===== config.mk =====
export PLATFORM = sky130hd
export DESIGN_NAME = play_state
export DESIGN_NICKNAME = d
export VERILOG_FILES = /design/src/rtl/play_state_pkg.sv /design/src/rtl/play_state_led_decode.sv /design/src/rtl/play_state.sv
export SDC_FILE = /design/constraint.sdc
export NUM_CORES = 1
export LEC_CHECK = 0
export ABC_AREA = 0
export ABC_CLOCK_PERIOD_IN_PS = 3900
export CORE_ASPECT_RATIO = 0.75
export CORE_MARGIN = 1.5
export CORE_UTILIZATION = 50
export CTS_CLUSTER_SIZE = 28
export DETAILED_ROUTE_END_ITERATION = 10
export DONT_BUFFER_PORTS = 1
export HOLD_SLACK_MARGIN = 0.15
export PLACE_DENSITY = 0.62
export SLEW_MARGIN = 10
export SYNTH_ARGS = -nofsm -noshare
export SYNTH_HDL_FRONTEND = slang
export SYNTH_SLANG_ARGS = --single-unit

===== constraint.sdc =====
create_clock -name clk -period 3.9 [get_ports clk]
set_input_delay 0.585 -clock clk [delete_from_list [all_inputs] [get_ports clk]]
set_output_delay 0.585 -clock clk [all_outputs]
set_load 0.1 [all_outputs]

===== src/rtl/play_state_pkg.sv =====
// rtl/play_state_pkg.sv - shared game constants, play-phase state encoding and helpers
package play_state_pkg;

  localparam int SEQ_LEN = 4;
  localparam int DATA_W  = 8;
  localparam int LED_W   = 4;

  typedef enum logic [2:0] {
    S_IDLE  = 3'd0,
    S_FETCH = 3'd1,
    S_WAIT  = 3'd2,
    S_SHOW  = 3'd3,
    S_GAP   = 3'd4,
    S_DONE  = 3'd5
  } play_state_e;

  function automatic int max2(input int a, input int b);
    return (a > b) ? a : b;
  endfunction

endpackage


===== src/rtl/play_state_led_decode.sv =====
// rtl/play_state_led_decode.sv - combinational 2-to-4 one-hot LED decoder
module led_decode
  import play_state_pkg::*;
(
  input  logic [1:0]       sel_i,
  output logic [LED_W-1:0] onehot_o
);

  always_comb begin
    onehot_o = '0;
    onehot_o[sel_i] = 1'b1;
  end

endmodule


===== src/rtl/play_state.sv =====
// rtl/play_state.sv - plays pattern memory entries 0..SEQ_LEN-1 on LED/display outputs
module play_state
  import play_state_pkg::*;
#(
  parameter int SEQ_LEN     = play_state_pkg::SEQ_LEN,
  parameter int DATA_W      = play_state_pkg::DATA_W,
  parameter int SHOW_CYCLES = 4,
  parameter int GAP_CYCLES  = 2,
  localparam int ADDR_W     = (SEQ_LEN > 1) ? $clog2(SEQ_LEN) : 1,
  localparam int TIMER_W    = $clog2(max2(SHOW_CYCLES, GAP_CYCLES) + 1)
) (
  input  logic              clk,
  input  logic              rst_PLAY,
  input  logic              en_PLAY,
  input  logic [DATA_W-1:0] MEM_OUT,
  output logic              MEM_READ,
  output logic [ADDR_W-1:0] MEM_READ_ADDR,
  output logic [DATA_W-1:0] DISP_OUT,
  output logic [LED_W-1:0]  LED_OUT,
  output logic              complete_PLAY
);

  play_state_e        state_q, state_d;
  logic [ADDR_W-1:0]  idx_q, idx_d;
  logic [TIMER_W-1:0] timer_q, timer_d;
  logic               rd_q, rd_d;
  logic [ADDR_W-1:0]  addr_q, addr_d;
  logic [DATA_W-1:0]  disp_q, disp_d;
  logic [LED_W-1:0]   led_q, led_d;
  logic               done_q, done_d;
  logic [LED_W-1:0]   led_dec;

  led_decode u_led_decode (
    .sel_i    (MEM_OUT[1:0]),
    .onehot_o (led_dec)
  );

  // Every case below only moves when en_PLAY is high, so a low enable
  // freezes state, counters and outputs (a pending read strobe included).
  always_comb begin
    state_d = state_q;
    idx_d   = idx_q;
    timer_d = timer_q;
    rd_d    = rd_q;
    addr_d  = addr_q;
    disp_d  = disp_q;
    led_d   = led_q;
    done_d  = done_q;
    case (state_q)
      S_IDLE: begin
        if (en_PLAY) begin
          state_d = S_FETCH;
          rd_d    = 1'b1;
          addr_d  = idx_q;
        end
      end
      S_FETCH: begin
        if (en_PLAY) begin
          state_d = S_WAIT;
          rd_d    = 1'b0;
        end
      end
      S_WAIT: begin
        if (en_PLAY) begin
          disp_d  = MEM_OUT;
          led_d   = led_dec;
          timer_d = '0;
          state_d = S_SHOW;
        end
      end
      S_SHOW: begin
        if (en_PLAY) begin
          if (timer_q == TIMER_W'(SHOW_CYCLES - 1)) begin
            disp_d  = '0;
            led_d   = '0;
            timer_d = '0;
            state_d = S_GAP;
          end else begin
            timer_d = timer_q + 1'b1;
          end
        end
      end
      S_GAP: begin
        if (en_PLAY) begin
          if (timer_q == TIMER_W'(GAP_CYCLES - 1)) begin
            timer_d = '0;
            if (idx_q == ADDR_W'(SEQ_LEN - 1)) begin
              state_d = S_DONE;
              done_d  = 1'b1;
            end else begin
              idx_d   = idx_q + 1'b1;
              addr_d  = idx_q + 1'b1;
              rd_d    = 1'b1;
              state_d = S_FETCH;
            end
          end else begin
            timer_d = timer_q + 1'b1;
          end
        end
      end
      S_DONE: begin
        done_d = 1'b1;
      end
      default: begin
        state_d = S_IDLE;
      end
    endcase
  end

  always_ff @(posedge clk) begin
    if (rst_PLAY) begin
      state_q <= S_IDLE;
      idx_q   <= '0;
      timer_q <= '0;
      rd_q    <= 1'b0;
      addr_q  <= '0;
      disp_q  <= '0;
      led_q   <= '0;
      done_q  <= 1'b0;
    end else begin
      state_q <= state_d;
      idx_q   <= idx_d;
      timer_q <= timer_d;
      rd_q    <= rd_d;
      addr_q  <= addr_d;
      disp_q  <= disp_d;
      led_q   <= led_d;
      done_q  <= done_d;
    end
  end

  assign MEM_READ      = rd_q;
  assign MEM_READ_ADDR = addr_q;
  assign DISP_OUT      = disp_q;
  assign LED_OUT       = led_q;
  assign complete_PLAY = done_q;

endmodule


# Yosys cells after proc, flatten, opt, wreduce, memory -nomap -nowiden
# Index checks and enable logic that the tools add are counted.
# W data, S select, Z words.
[op_classes] reduce_logical=14 add_sub_neg=2 mux=40 n_eq_ne=17 bitwise_logic=2 order_cmp=2
[op_table] cell="$mux W3" count=13
[op_table] cell="$mux W8" count=3
[op_table] cell="$ne A2 B2 Y1 const B" count=9
[op_table] cell="$pmux W3 S6" count=1
[op_table] cell="$pmux W8 S2" count=1
[op_table] cell="$reduce_and A4 Y1" count=4
[op_table] cell="$mux W4" count=3
[op_table] cell="$eq A3 B2 Y1 const B" count=3
[op_table] cell="$mux W1" count=9
[op_table] cell="$pmux W3 S3" count=1
[op_table] cell="$mux W2" count=4
[op_table] cell="$pmux W4 S2" count=1
[op_table] cell="$reduce_and A8 Y1" count=1
[op_table] cell="$eq A3 B1 Y1 const B" count=2
[op_table] cell="$eq A3 B3 Y1 const B" count=2
[op_table] cell="$reduce_and A6 Y1" count=1
[op_table] cell="$reduce_bool A2 Y1" count=3
[op_table] cell="$reduce_bool A3 Y1" count=2
[op_table] cell="$reduce_and A5 Y1" count=1
[op_table] cell="$pmux W2 S2" count=1
[op_table] cell="$add A3 B1 Y3 const B" count=1
[op_table] cell="$logic_not A3 Y1" count=1
[op_table] cell="$lt A2 B3 Y1 const B" count=1
[op_table] cell="$pmux W1 S3" count=1
[op_table] cell="7 further kinds" count=8
[totals] input_bits=11 elab_cells=85 out_inout_bits=16 ff_bits=24

# Longest topological paths before layout
# Gate-level depths: netlist (run 1).
[logic_depth] depth_word=6 ltp_mapped=7 mapped_depth_nobuf=6

# Hierarchy
# Synthesis (run 1) repeated with hierarchy kept, for this count alone.
[hier_totals] cells_unflattened=133 hier_area_um2=1161.1
[modules_own_cells] module="play_state" area_per_inst_um2=1134.8 cells_per_inst=129 n_inst=1 seq_area_each_um2=480.5
[modules_own_cells] module="led_decode" area_per_inst_um2=26.3 cells_per_inst=4 n_inst=1 seq_area_each_um2=0.0

# Worst setup path before layout (run 1)
# Ideal clock, no wire load.
[synth_path] kind="reg2reg" start="register timer_q[0]" end="register led_q[0], in the netlist LED_OUT[0]" period_less_slack_ps=1552 path_stages_with_launch=7 arrival_ps=1482 slack_ps=2348 setup_ps=71 path_buffers=0 required_ps=3829 cell_sequence="dfxtp_1 > ha_1 > ha_1 > or2b_1 > nand3_1 > or4_1 > a21oi_1"
[synth_via] elab_chain_cells=3
[synth_lines] item="start: declaration" line="play_state.sv:25" rtl="logic [TIMER_W-1:0] timer_q, timer_d;"
[synth_lines] item="start signal: assignment" line="play_state.sv:123" rtl="timer_q <= timer_d;"
[synth_lines] item="$eq A3 B2 Y1" line="play_state.sv:73" rtl="if (timer_q == TIMER_W'(SHOW_CYCLES - 1)) begin"
[synth_lines] item="$ne A2 B2 Y1 (no line)"
[synth_lines] item="$reduce_and A4 Y1 (no line)"
[synth_lines] item="end signal: assignment" line="play_state.sv:127" rtl="led_q <= led_d;"
[synth_lines] item="end: declaration" line="play_state.sv:29" rtl="logic [LED_W-1:0] led_q, led_d;"
# Every way passes these cells.
# A chain may end at the register's enable or synchronous reset.

# Worst setup path after layout (run 1)
# Ends and elaborated chain as after synthesis.

==> metrics, run 1 <==
status finished clean; first-pass GRT wire length 3610 um; Clock Tree Buf Depth 2; final hold viol count 0; Synth Warn # 0; CP startpoint kind register; crit path cell chain ha_1 > ha_1 > or2b_1 > nand3_1 > or4_1 > a21oi_1; ANT nets after route 0; CP most frequent cell ha_1; fraction of layout instances using a drive strength above 1 9.52%; GRT Total Usage 18.3%; CP Data Required Time 4.16 ns; crit-path max FO 13; Synth area leader dfxtp_1; row count 14; clk_skew 0.00658 ns; number of synthesized flops with an enable pin 0; Routed WL per cell 14.8 um; Iteration-0 DRC Markers 36; worst min-delay path class in -> reg; P&R area growth vs syn 3.56%; TritonCTS buffer count 3; post-synth top area share 41.4%; main flop type after synthesis dfxtp_1; Post-Syn Instances 129; Die W 58.6 um; CP bufs+invs 0; Final Net Count 143; crit share post-route 53.6%; Async S/R FF share, synth 0%; post-synthesis net count 145; Post-CTS Setup Repair Bufs 0; Worst Slack Setup Final 1.81 ns; crit end category register; final WL 2230 um; CP arrival 2.35 ns; slowest CP cell or4_1; ANT cells 0; Setup TNS Final 0 ns; gp weighted congestion 0.743; Final Max Tran Viols 0; Area contributors post-synth dfxtp_1, ha_1, nor2_1; Crit path max-delay family simple AND/OR/NAND/NOR gates; pwr dens 406 nW/um2; Crit path largest cell delay 0.60 ns; CTS tree done; fmax 479 MHz; total number of vias 904; Max-slew headroom 34.1%; max_cap viols 0; Die Y-Extent 44.7 um; Residual DRC 0; DRT Pass-1 Iters 4; CP Class reg -> reg; clk_lat worst skew 0.32 ns; leak pwr 0.449 nW; total clock sinks 24; fillcell total 188; Ports 27; Tightest Pin Transition 0.986 ns; Syn Area/Cell 9.00 um2; Initial Utilization 55.2%; Multi-input gate area 609 um2; Synth Register Bits 24; metal2 WL 985 um; pin count of the biggest net entering global routing 25; clock-pin slew on the worst setup and hold paths 0.13 ns; Mapped Area 1160 um2; wl on met1 1120 um; CTS root buffer clkbuf_4; Distinct cells, synth 38; register area 480 um2; grt ovf 0; Die Footprint 2620 um2; crit path time final 2.09 ns; WL met3 117 um; hpwl dp 1570 um; H-tree Lvls 1; top routing layer used met3; Core Area 2100 um2; final setup vio count 0; Setup WS pre-CTS 1.87 ns; initial antenna violation count 0; routed vias/inst 6.03; RSZ-0062 raised after global routing false; Post-CTS Resized 0; PortBufs 0; register area share after synthesis 41.4%; vias in the first global route 801; VDD IR max 0.233 mV; hold_buf cts 0
-- cells in the mapped netlist, types with 2 or more instances --
cell type  count
and2b_2        2
nor3_1         2
or2b_1         2
buf_2          3
clkbuf_1       3
nand2_1        9
mux2i_1        4
nand3_1        5
a31oi_1        2
or3_1          2
a22oi_1        7
ha_1           5
nor2_1        16
buf_6          2
a21oi_1       10
a2bb2oi_1      2
dfxtp_1       24
inv_1          6
o21ai_0        4
-- state kept, by name, summed over array words and instances, names as in the netlist --
signal         flops
DISP_OUT           8
LED_OUT            4
MEM_READ           1
MEM_READ_ADDR      2
complete_PLAY      1
idx_q              2
state_q            3
timer_q            3
-- worst paths after layout --
| path | from | endpoint | slack, ns | cells after the start |
|---|---|---|---|---|
| max | timer_q[0] | LED_OUT[0] | 1.81 | 6 |
| min | rst_PLAY | LED_OUT[0] | 0.32 | 1 |
| max reg2reg | timer_q[0] | LED_OUT[0] | 1.81 | 6 |
| min reg2reg | timer_q[1] | timer_q[1] | 0.50 | 2 |
-- worst register-to-register path, cell delays in order, from the launching register on --
cell	delay [ns]
dfxtp_1	0.41
ha_1	0.20
ha_1	0.21
or2b_1	0.11
nand3_1	0.36
or4_1	0.60
a21oi_1	0.14
-- cell usage in the layout (no fill, tap or decap), types with 3 or more instances in the layout --
cell type and n:
a22oi_1 7, nand2_1 9, inv_1 6, clkbuf_4 3, a21oi_1 10, nor2_1 16
ha_1 5, o21ai_0 4, nand3_1 5, dfxtp_1 24, mux2i_1 4
-- metrics by stage --
stage | hold WS, ns | util (%) | std cells | cell area (um2) | total power [mW]
CTS | 0.304 | 57.2 | 150 | 1200 | 0.495
floorplan | 0.453 | - | 129 | 1160 | 0.317
global placement | 0.458 | 54.7 | 146 | 1150 | 0.314
global route | 0.291 | 57.2 | 150 | 1200 | 0.507
finish | 0.318 | 57.2 | 150 | 1200 | 0.489
detailed placement | 0.479 | 54.7 | 146 | 1150 | 0.314
-- area by class of cell --
type	instances	area share (%)
inverters	6	1.87
multi-input cells	91	50.7
clock inverters	1	2.50
repair buffers	1	0.624
flip-flops and latches	24	40.0
clock buffers	3	1.87
well taps	24	2.50
-- kinds of logic after synthesis --
group / after synthesis / synth area share, %
AOI/OAI and AO/OA: 33 / 19.4
xor gates and xnor gates: 1 / 0.754
adders and majority gates: 5 / 5.39
buffers and inverters: 14 / 6.14
DFF: 24 / 41.4
muxes: 4 / 3.45
and+or+nand+nor: 48 / 23.5
-- power by group --
| part | internal (mW) | leakage (nW) | switching, mW | total (mW) |
|---|---|---|---|---|
| sequential | 0.251 | 0.194 | 0.0364 | 0.287 |
| clock | 0.104 | 0.0279 | 0.0755 | 0.179 |
| combinational | 0.0122 | 0.227 | 0.0101 | 0.0223 |
-- metal layers --
layer,track usage [%],vias up
met5,0,-
met3,6.02,0
met4,1.36,0
met2,27.0,17
met1,27.3,432
li1,-,455
(Power assumes the default switching activity.)
==> run 2: changes to the inputs <==
ABC_CLOCK_PERIOD_IN_PS = 2100   (was 3900)
clock period = 2.1 ns   (was 3.9 ns; I/O delays follow)
==> run 2 against run 1 <==
Setup slack worse by 1.4 ns. Critical endpoint unchanged. Wire length rose by 21%. Global-route usage is 4.7 points higher. Clock power rose by 92%. Flip-flop and latch count unchanged. Critical path type unchanged. Count of clock-buffer cells in the layout unchanged.
==> metrics, run 2 (synthesis gave the netlist of run 1 again) <==
row count 14 (unchanged); Core Area 2100 um2 (unchanged); CTS root buffer clkbuf_4 (unchanged); gp weighted congestion 0.868 (was 0.743); Max-slew headroom 41.8% (was 34.1%); Setup TNS Final 0 ns (unchanged); crit share post-route 81.0% (was 53.6%); Tightest Pin Transition 0.869 ns (was 0.986 ns); Clock Tree Buf Depth 2 (unchanged); grt ovf 0 (unchanged); pwr dens 663 nW/um2 (was 406 nW/um2); Final Net Count 171 (was 143); status finished clean (unchanged); fraction of layout instances using a drive strength above 1 19.5% (was 9.52%); hpwl dp 1740 um (was 1570 um); sequential power share 50.0% (was 58.7%); initial antenna violation count 0 (unchanged); routed vias/inst 5.82 (was 6.03); switching share of power 26.2% (was 25.0%); TritonCTS buffer count 3 (unchanged); Die W 58.6 um (unchanged); final hold viol count 0 (unchanged); Residual DRC 0 (unchanged); Iteration-0 DRC Markers 50 (was 36); RSZ-0062 raised after global routing false (unchanged); Routed WL per cell 15.1 um (was 14.8 um); GRT Total Usage 22.9% (was 18.3%); max_cap viols 0 (unchanged); CP Data Required Time 2.36 ns (was 4.16 ns); vias in the first global route 963 (was 801); CP arrival 1.96 ns (was 2.35 ns); H-tree Lvls 1 (unchanged); pin count of the biggest net entering global routing 25 (unchanged); worst min-delay path class in -> reg (unchanged); placed cell count 164 (was 146); ANT nets after route 0 (unchanged); ANT cells 0 (unchanged); hold_buf cts 10 (was 0); crit-path max FO 4 (was 13); DRT Pass-1 Iters 5 (was 4); Global Route met2 Usage 36.6% (was 27.0%); Post-CTS Resized 0 (unchanged); commonest non-fill, non-tap cell in the layout dfxtp_1 (unchanged); Post-CTS Setup Repair Bufs 0 (unchanged); most frequent cells in the layout dfxtp_1, buf_4, nor2_1 (was dfxtp_1, nor2_1, a21oi_1); fmax 588 MHz (was 479 MHz); GRT busiest layer met2 (was met1); P&R area growth vs syn 23.8% (was 3.56%); clock power share 36.0% (was 36.7%); Die Y-Extent 44.7 um (unchanged); Net Switching 0.250 mW (was 0.122 mW); VDD IR max 0.523 mV (was 0.233 mV); crit path time final 1.70 ns (was 2.09 ns); final WL 2690 um (was 2230 um); clock-pin slew on the worst setup and hold paths 0.14 ns (was 0.13 ns); max reg flops 8 (unchanged); Initial Utilization 55.2% (unchanged); crit end category register (unchanged); CP startpoint kind register (unchanged); PortBufs 0 (unchanged); clk_skew 0.00406 ns (was 0.00658 ns); leak pwr 0.587 nW (was 0.449 nW); Final Max Tran Viols 0 (unchanged); CTS tree done (unchanged); Pwr Total 0.953 mW (was 0.489 mW); CP Class reg -> reg (unchanged); grt met1 use 31.1% (was 27.3%); met3 Use GR 6.30% (was 6.02%); fillcell total 182 (was 188); Non-Filler Instances 178 (was 150); Pint 0.704 mW (was 0.367 mW); Comb pwr share 14.0% (was 4.6%); Die Footprint 2620 um2 (unchanged); total clock sinks 24 (unchanged); Ports 27 (unchanged); clk_lat worst skew 0.32 ns (about the same); total number of vias 1036 (was 904); first-pass GRT wire length 4420 um (was 3610 um); final setup vio count 0 (unchanged)
-- run 2: cell count changes in the layout (fill, tap and decap cells not counted) --
cell | before | now
dlygate4sd3_1 | 0 | 10
buf_4 | 1 | 19
-- run 2: path summary, 6_finish.rpt --
path | start | endpoint | slack (ns) | cells after the start
worst min register to register | DISP_OUT[1] | DISP_OUT[1] | 0.46 | 2
worst min-delay path | MEM_OUT[1] | LED_OUT[3] | 0.18 | 2
worst max-delay path | timer_q[0] | LED_OUT[0] | 0.40 | 6
worst max register to register | timer_q[0] | LED_OUT[0] | 0.40 | 6
-- run 2: cell type report --
cell class,instances,area (um2),share of cell area [%]
multi-input cells,91,609,42.4
inverters,6,22.5,1.57
clock inverters,1,30.0,2.09
well taps,24,30.0,2.09
clock buffers,3,22.5,1.57
repair buffers,29,243,16.9
flip-flops and latches,24,480,33.4
-- run 2: metal layers --
layer / vias to the layer above / part of all wire (%)
met3: 2 / 4.9
met1: 488 / 48
met2: 37 / 47
met5: - / 0
met4: 0 / 0.48
li1: 509 / -
-- run 2: metrics by stage --
step           hold WS, ns  utilization [%]  cell area [um2]  setup WS, ns
2_1_floorplan        0.384                -             1160         0.548
3_3_place_gp         0.387             61.1             1280         0.547
3_5_place_dp         0.389             61.1             1280         0.479
4_1_cts              0.163             68.4             1440         0.423
5_1_grt              0.164             68.4             1440         0.277
6_report             0.176             68.4             1440         0.399
-- run 2: worst max-delay path, cell delays in order, from the launching register on --
cell and delay, ns:
dfxtp_1 0.41, ha_1 0.19, ha_1 0.21, or2b_1 0.12
nand3_1 0.09, or4_1 0.47, a21oi_1 0.15
-- run 2: power by group through the flow --
stage	registers (mW)	clock network, mW	logic, mW
finish	0.477	0.343	0.134
global placement	0.486	0	0.109
global route	0.479	0.368	0.141
detailed placement	0.486	0	0.110
floorplan	0.536	0	0.0518
CTS	0.476	0.349	0.133
